==> config.mk <==
export PLATFORM = sky130hd
export DESIGN_NAME = regfile_dump_reader
export DESIGN_NICKNAME = d
export VERILOG_FILES = /design/src/rtl/regfile_dump_reader.sv
export SDC_FILE = /design/constraint.sdc
export NUM_CORES = 1
export LEC_CHECK = 0
export ABC_AREA = 1
export BUFFER_PORTS_ARGS = -buffer_cell sky130_fd_sc_hd__buf_2
export CAP_MARGIN = 20
export CORE_MARGIN = 2
export CORE_UTILIZATION = 35
export CTS_CLUSTER_SIZE = 16
export DETAILED_ROUTE_END_ITERATION = 12
export GPL_TIMING_DRIVEN = 0
export PLACE_DENSITY = 0.58
export SLEW_MARGIN = 20
export SYNTH_ARGS = -nofsm -noshare
export SYNTH_HDL_FRONTEND = slang
export SYNTH_SLANG_ARGS = --single-unit
export TNS_END_PERCENT = 100
==> constraint.sdc <==
create_clock -name clk -period 1.75 [get_ports clk]
set_input_delay 0.0875 -clock clk [delete_from_list [all_inputs] [get_ports clk]]
set_output_delay 0.0875 -clock clk [all_outputs]
set_load 0.01 [all_outputs]
==> src/rtl/regfile_dump_reader.sv <==
// Debug read-out engine: walks a register-file address range through the spare read port
// and streams each register as a header byte followed by four data bytes, MSB first.
module regfile_dump_reader #(
   parameter int ADDR_W = 5,
   parameter int DATA_W = 32,
   parameter int BYTE_W = 8
) (
   input  logic              clk,
   input  logic              rst,
   input  logic              start,
   input  logic              abort,
   input  logic [ADDR_W-1:0] first_addr,
   input  logic [ADDR_W-1:0] last_addr,
   output logic [ADDR_W-1:0] rf_read_address,
   input  logic [DATA_W-1:0] rf_data_read,
   output logic [BYTE_W-1:0] out_data,
   output logic              out_valid,
   input  logic              out_ready,
   output logic              out_last,
   output logic              busy,
   output logic              done
);

   localparam logic [2:0] ST_IDLE  = 3'd0;
   localparam logic [2:0] ST_FETCH = 3'd1;
   localparam logic [2:0] ST_HDR   = 3'd2;
   localparam logic [2:0] ST_DATA  = 3'd3;
   localparam logic [2:0] ST_DONE  = 3'd4;

   localparam logic [2:0] HDR_TAG = 3'b101;

   logic [2:0]        state_r,    state_s;
   logic [ADDR_W-1:0] cur_addr_r, cur_addr_s;
   logic [ADDR_W-1:0] last_r,     last_s;
   logic [DATA_W-1:0] shadow_r,   shadow_s;
   logic [1:0]        byte_idx_r, byte_idx_s;

   logic              out_valid_r, out_valid_s;
   logic [BYTE_W-1:0] out_data_r,  out_data_s;
   logic              out_last_r,  out_last_s;
   logic              busy_r,      busy_s;
   logic              done_r,      done_s;
   logic              handshake_s;

   // Next-state logic for the dump sequencer
   always_comb begin
      state_s     = state_r;
      cur_addr_s  = cur_addr_r;
      last_s      = last_r;
      shadow_s    = shadow_r;
      byte_idx_s  = byte_idx_r;
      handshake_s = out_valid_r & out_ready;
      case (state_r)
         ST_IDLE: begin
            if (abort) begin
               state_s = ST_IDLE;
            end else if (start) begin
               cur_addr_s = first_addr;
               last_s     = last_addr;
               if (first_addr > last_addr) begin
                  state_s = ST_DONE;
               end else begin
                  state_s = ST_FETCH;
               end
            end else begin
               state_s = ST_IDLE;
            end
         end
         ST_FETCH: begin
            if (abort) begin
               state_s = ST_IDLE;
            end else begin
               shadow_s = rf_data_read;
               state_s  = ST_HDR;
            end
         end
         ST_HDR: begin
            if (abort) begin
               state_s = ST_IDLE;
            end else if (handshake_s) begin
               state_s    = ST_DATA;
               byte_idx_s = 2'd0;
            end else begin
               state_s = ST_HDR;
            end
         end
         ST_DATA: begin
            if (abort) begin
               state_s = ST_IDLE;
            end else if (handshake_s) begin
               if (byte_idx_r != 2'd3) begin
                  byte_idx_s = byte_idx_r + 2'd1;
               end else if (cur_addr_r == last_r) begin
                  state_s = ST_DONE;
               end else begin
                  // stop condition above guarantees no wrap past the top address
                  cur_addr_s = cur_addr_r + 1'b1;
                  state_s    = ST_FETCH;
               end
            end else begin
               state_s = ST_DATA;
            end
         end
         ST_DONE: begin
            state_s = ST_IDLE;
         end
         default: begin
            state_s = ST_IDLE;
         end
      endcase
   end

   // Output values for the upcoming cycle, derived from the next state so they can be registered
   always_comb begin
      out_valid_s = (state_s == ST_HDR) || (state_s == ST_DATA);
      out_last_s  = (state_s == ST_DATA) && (byte_idx_s == 2'd3) && (cur_addr_s == last_s);
      busy_s      = (state_s != ST_IDLE);
      done_s      = (state_s == ST_DONE);
      out_data_s  = {BYTE_W{1'b0}};
      if (state_s == ST_HDR) begin
         out_data_s = {HDR_TAG, cur_addr_s};
      end else if (state_s == ST_DATA) begin
         case (byte_idx_s)
            2'd0:    out_data_s = shadow_s[DATA_W-1            -: BYTE_W];
            2'd1:    out_data_s = shadow_s[DATA_W-1-BYTE_W     -: BYTE_W];
            2'd2:    out_data_s = shadow_s[DATA_W-1-2*BYTE_W   -: BYTE_W];
            2'd3:    out_data_s = shadow_s[DATA_W-1-3*BYTE_W   -: BYTE_W];
            default: out_data_s = {BYTE_W{1'b0}};
         endcase
      end else begin
         out_data_s = {BYTE_W{1'b0}};
      end
   end

   // State and output registers with synchronous active-low reset
   always_ff @(posedge clk) begin
      if (!rst) begin
         state_r     <= ST_IDLE;
         cur_addr_r  <= {ADDR_W{1'b0}};
         last_r      <= {ADDR_W{1'b0}};
         shadow_r    <= {DATA_W{1'b0}};
         byte_idx_r  <= 2'd0;
         out_valid_r <= 1'b0;
         out_data_r  <= {BYTE_W{1'b0}};
         out_last_r  <= 1'b0;
         busy_r      <= 1'b0;
         done_r      <= 1'b0;
      end else begin
         state_r     <= state_s;
         cur_addr_r  <= cur_addr_s;
         last_r      <= last_s;
         shadow_r    <= shadow_s;
         byte_idx_r  <= byte_idx_s;
         out_valid_r <= out_valid_s;
         out_data_r  <= out_data_s;
         out_last_r  <= out_last_s;
         busy_r      <= busy_s;
         done_r      <= done_s;
      end
   end

   assign rf_read_address = cur_addr_r;
   assign out_valid       = out_valid_r;
   assign out_data        = out_data_r;
   assign out_last        = out_last_r;
   assign busy            = busy_r;
   assign done            = done_r;

endmodule

* Word-level counts from Yosys, hierarchy flattened
Index checks and enable logic that the tools add are counted.
** Storage, ports and cells
- Register bits :: 59
- Bits of input ports :: 47
** Cells by class
- Muxes and demuxes :: 32
- $add $sub $neg :: 2
- Eq/ne operators :: 12
- Reduce and logical (&&, ||, !) cells :: 7
- Magnitude comparators :: 1
- Bitwise gates (word level) :: 3
** Operators with widths (number)
- 32-bit 2-to-1 mux :: 2
- 5-bit 2-to-1 mux :: 9
- 8-bit case mux with 4 select lines :: 1
- 3-bit 2-to-1 mux :: 7
- 8-bit 2-to-1 mux :: 2
- 2-bit 2-to-1 mux :: 7
- 3-bit by 2-bit == test with 1-bit output (second input constant) :: 4
- 3-bit case mux with 4 select lines :: 1
- 5-bit == test :: 2
- 5-bit case mux with 2 select lines :: 1
- 5-bit by 1-bit adder with 5-bit output (second input constant) :: 1
- 5-bit > comparator :: 1
- 2-bit == test (second input constant) :: 2
- 2-bit case mux with 2 select lines :: 1
- 3-bit by 1-bit == test with 1-bit output (second input constant) :: 1
- 3-bit == test (second input constant) :: 1
- 3-bit logical NOT :: 1
- 3-bit nonzero test :: 1
- 3-bit OR reduction :: 1
- 2-bit by 1-bit adder with 2-bit output (second input constant) :: 1
- 2-bit by 1-bit == test with 1-bit output (second input constant) :: 1
- 1-bit logical AND :: 2
- 2-bit logical NOT :: 1
- 2-bit != test (second input constant) :: 1
- other kinds (4) :: 5

* Logic depth before layout (Yosys ltp)
- Depth in word-level cells :: 9
- Depth in mapped cells :: 15
- Gate-level depth less buffers :: 14

* Worst setup path after synthesis
Ideal clock, no wire load.
- Path type :: reg-to-reg
- Start :: reg out_valid_r, in the netlist out_valid
- End :: reg out_data_r[0], in the netlist out_data[0]
- Data required time :: 1630 ps
- Arrival :: 1408 ps
- Slack :: 222 ps
- Stages on the path, launching flop included :: 13
- Path through :: dfxtp_1 > nand2_1 > nor2_1 > nand2_1 > inv_2 > nand2_1 > nand2_1 > buf_4 > nand2_1 > inv_1 > nand2_1 > nand3_1 > o21ai_1
** On the way
- Longest elaborated chain between the ends :: 8
- Elaborated cells on any way between the ends :: 23
** RTL lines
- start, declared :: RTL line 38 : logic out_valid_r, out_valid_s;
- start signal, assigned :: RTL line 154 : out_valid_r <= out_valid_s;
- 1-bit AND * :: RTL line 52 : handshake_s = out_valid_r & out_ready;
- 2-bit 2-to-1 mux, on equally long branches :: RTL line 90, 80
- 2-bit 2-to-1 mux, on equally long branches :: RTL line 88, 78
- 2-bit case mux with 2 select lines :: RTL line 53 : case (state_r)
- 2-bit == test (tied with other cells) :: RTL line 123 : case (byte_idx_s)
- 8-bit case mux with 4 select lines :: RTL line 123
- 8-bit 2-to-1 mux :: RTL line 122 : end else if (state_s == ST_DATA) begin
- 8-bit 2-to-1 mux * :: RTL line 120 : if (state_s == ST_HDR) begin
- end signal, assigned :: RTL line 144 : out_data_r <= {BYTE_W{1'b0}};
- end signal, assigned :: RTL line 155 : out_data_r <= out_data_s;
- end, declared :: RTL line 39 : logic [BYTE_W-1:0] out_data_r, out_data_s;
Every way passes the cells marked *; elsewhere a longest branch is shown, timed or not.
A chain may end at the register's enable or synchronous reset.

* Worst setup path after layout
- Start :: reg out_valid_r, in the netlist out_valid
- End :: reg out_data_r[4], in the netlist out_data[4]
Same word-level chain as after synthesis.

==> parameters.txt <==
Parameter                              Value

Critical path
  CP max FO ... 7
  Category of the worst setup path launch point ... flop
  Crit path capture type ... flop
  Arrival time of the worst setup path ... around 1.9 ns
  Critical path start-end classification ... reg -> reg
  Data required, critical path ... 1.96 ns

Floorplanning
  IO Pins ... 64
  Number of rows created at floorplan ... 34
  X dimension of the die ... 97.22 µm
  Die H ... 97.22 µm
  Initial Utilization ... 0.3540
  Floorplan die area ... 0.009452 mm²
  Core ar. ... 0.008593 mm²

Routing
  Post-route antenna net violation count ... 0
  Number of detailed-routing iterations run before antenna repair ... 4
  Average detailed-routed wire length per instance ... 13.11 µm
  Aggregate routed wire length ... 8365 µm
  Routed vias/inst ... 4.697
  Number of vias after detailed routing ... 2997
  DRC violation total after the first TritonRoute iteration ... 161
  Residual DRC ... 0

Placement
  Placed wire-length estimate ... 6088 µm
  Count of port buffers added during placement ... 63
  Placer Congestion ... 0.8655

Synthesis
  Dominant synthesized flop cell ... sky130_fd_sc_hd__dfxtp_1
  Portion of the post-synthesis area used by sequential elements ... 0.3883
  Fraction of registers with async set/reset ... 0
  Mapped Nets ... just under 500
  #FFs+latches synth ... 59
  Number of distinct library cells after synthesis ... 35
  Mapped Area ... between 0.003 and 0.004 mm²
  Number of flops mapped to enable cells by yosys ... 0
  Ys Warns ... 0
  Synthesized area per cell ... 6.976 µm²
  Synthesized instance count ... 436

Finish
  Commonest cells after routing, fill and taps aside ... sky130_fd_sc_hd__nand2_1, sky130_fd_sc_hd__buf_2, sky130_fd_sc_hd__inv_1, sky130_fd_sc_hd__nor2_1, sky130_fd_sc_hd__dfxtp_1
  Net total in the final layout ... just under 600
  Most common cell after layout, fill and taps aside ... sky130_fd_sc_hd__nand2_1
  Number of diodes added for antenna fixing ... 0
  Share of layout cells above drive strength 1 ... 0.3415
  Count of fill cells added during filler insertion ... 892
  Signed area change from the synthesized netlist to the final layout ... 33.77%

STA
  Worst slew margin relative to its limit ... 0.6002
  Number of endpoints with negative hold slack in the final report ... 0
  Final critical-path share of the clock period ... 0.9577
  Fin Clk Skew ... 0.008319 ns
  Maximum clock frequency ... 596.7 MHz
  Unrepaired setup endpoints after global routing ... yes
  Final number of max-transition violations ... 0
  Worst Hold Margin ... 0.01067 ns
  Shortest clock period the worst path allows after layout ... 1.676 ns
  Final setup vio count ... 0
  Worst Max-Slew Pin Slew ... around 0.60 ns
  Total negative slack ... 0 ns

GRT
  Vias in the first global route ... 2727
  Total congestion overflow after global routing ... 0
  Global router's overall resource usage ... 0.1757
  Largest net degree at the start of global routing ... 11
  Most used routing layer ... met2
  Initial antenna violation count ... 0
  Global routing met3 resource utilization ... 0.03094
  Met1 track demand over resource in global routing ... 0.2227
  Global-route met2 utilization ... 0.2954
  Global-route wire length before repair ... around 13000 µm

Power
  Worst vdd ir ... around 480 µV
  Total power draw ... 3.377 mW
  Power density over the cells ... 830.1 mW/mm²
  Static power due to leakage ... 2.064 nW

CTS
  Sink count of the clock tree ... 59
  Clock buffers created by TritonCTS ... 9
  Maximum level of the CTS H-tree ... 3
  Worst-path clk slew ... 0.07 ns
  Later-pin clock latency in the skew report ... 0.33 ns
  Buffers from clock root to sink, at most ... 2
  CTS tree ... built
  Root buffer cell ... sky130_fd_sc_hd__clkbuf_8

Run status
  Run status ... completed

Run
  Number of max-cap violations ... 0

Hold path
  Hold Crit Class ... in -> reg
[per-layer routing]
| layer | part of all wire | vias up |
|---|---|---|
| li1 | - | 1543 |
| met1 | 0.45 | 1362 |
| met2 | 0.49 | 79 |
| met3 | 0.043 | 13 |
| met4 | 0.017 | 0 |
| met5 | 0 | - |
[logic make-up (layout without fill, tap and decap cells)]
logic type / count (synthesis) / after routing / share of synthesized area
buf+inv: 84 / 177 / 0.1078
compound gates: 59 / 59 / 0.1222
mux: 10 / 10 / 0.03291
flops: 59 / 59 / 0.3883
xor+xnor: 2 / 2 / 0.005760
fa+ha+maj: 6 / 6 / 0.02468
simple gates: 216 / 217 / 0.3184
[critical path: stages, from the launching register on]
cell	delay (ns)
sky130_fd_sc_hd__dfxtp_2	0.35
sky130_fd_sc_hd__nand2_2	0.08
sky130_fd_sc_hd__nor2_4	0.15
sky130_fd_sc_hd__nand2_4	0.08
sky130_fd_sc_hd__inv_4	0.07
sky130_fd_sc_hd__nand2_1	0.08
sky130_fd_sc_hd__nand2_2	0.13
sky130_fd_sc_hd__buf_6	0.17
sky130_fd_sc_hd__nand2_2	0.09
sky130_fd_sc_hd__inv_2	0.12
sky130_fd_sc_hd__nand2_1	0.08
sky130_fd_sc_hd__nand3_1	0.08
sky130_fd_sc_hd__o21ai_1	0.08
[sequential cells by signal, summed over array words and instances (netlist names)]
name and flops:
busy 1, out_data 8, state_r 3, out_last 1, rf_read_address 5, last_r 5, out_valid 1, done 1
shadow_r 32, byte_idx_r 2
[per-stage QoR]
stage                       util  cell area, µm²  worst slack (ns)  std cells
after floorplan                -            3042            0.2218        436
after global placement    0.4064            3492           -0.1912        607
after detailed placement  0.4064            3492           -0.2064        607
after CTS                 0.4375            3760          0.005911        623
after global routing      0.4735            4069          -0.04932        638
final                     0.4735            4069           0.07408        638
[power by group]
group	switching (mW)	internal, mW	total (mW)
registers	0.0236	1.38	1.41
logic	0.267	0.193	0.460
clock network	0.530	0.981	1.51
total	0.820	2.56	3.38
[cells in the mapped netlist (3+ instances only)]
master	count	share of area
sky130_fd_sc_hd__o21a_1	21	0.052
sky130_fd_sc_hd__nand3_1	26	0.043
sky130_fd_sc_hd__inv_1	61	0.075
sky130_fd_sc_hd__buf_2	4	0.0066
sky130_fd_sc_hd__nor3_1	3	0.0049
sky130_fd_sc_hd__ha_1	6	0.025
sky130_fd_sc_hd__mux2i_1	10	0.033
sky130_fd_sc_hd__or2_1	4	0.0082
sky130_fd_sc_hd__inv_2	10	0.012
sky130_fd_sc_hd__or2_2	16	0.033
sky130_fd_sc_hd__clkbuf_1	7	0.0086
sky130_fd_sc_hd__or2_0	3	0.0062
sky130_fd_sc_hd__nor2_2	4	0.0082
sky130_fd_sc_hd__nor2_1	61	0.075
sky130_fd_sc_hd__o21ai_1	13	0.021
sky130_fd_sc_hd__a21oi_1	5	0.0082
sky130_fd_sc_hd__dfxtp_1	59	0.39
sky130_fd_sc_hd__o21ai_0	10	0.016
sky130_fd_sc_hd__nand2_1	89	0.11
[path summary, 6_finish.rpt]
path	from	endpoint	slack (ns)	cells after the start
max	out_valid	out_data[4]	0.07	12
min	rf_data_read[24]	shadow_r[24]	0.01	3
max reg2reg	out_valid	out_data[4]	0.07	12
min reg2reg	shadow_r[24]	shadow_r[24]	0.50	2
[cell type report]
class                      instances  area (µm²)  area share
multi-input combinational        294        1719      0.4225
inverter                          71       276.5     0.06796
timing repair buffer              77       422.9      0.1039
tap                              108       135.1     0.03321
clock buffer                      11       141.4     0.03475
buffer                            13       77.57     0.01907
clock inverter                     5       100.1     0.02460
sequential                        59        1196      0.2940
[repair_timing]
| item | in CTS | in global routing |
|---|---|---|
| gates cloned | 0 | 3 |
| hold buffers | 0 | 0 |
| endpoints found under the setup margin | 10 | 11 |
| setup buffers | 0 | 12 |
| pin swaps | 1 | 18 |
| gates resized for setup | 10 | 67 |
No activity file was read; power rests on OpenSTA's default activity.
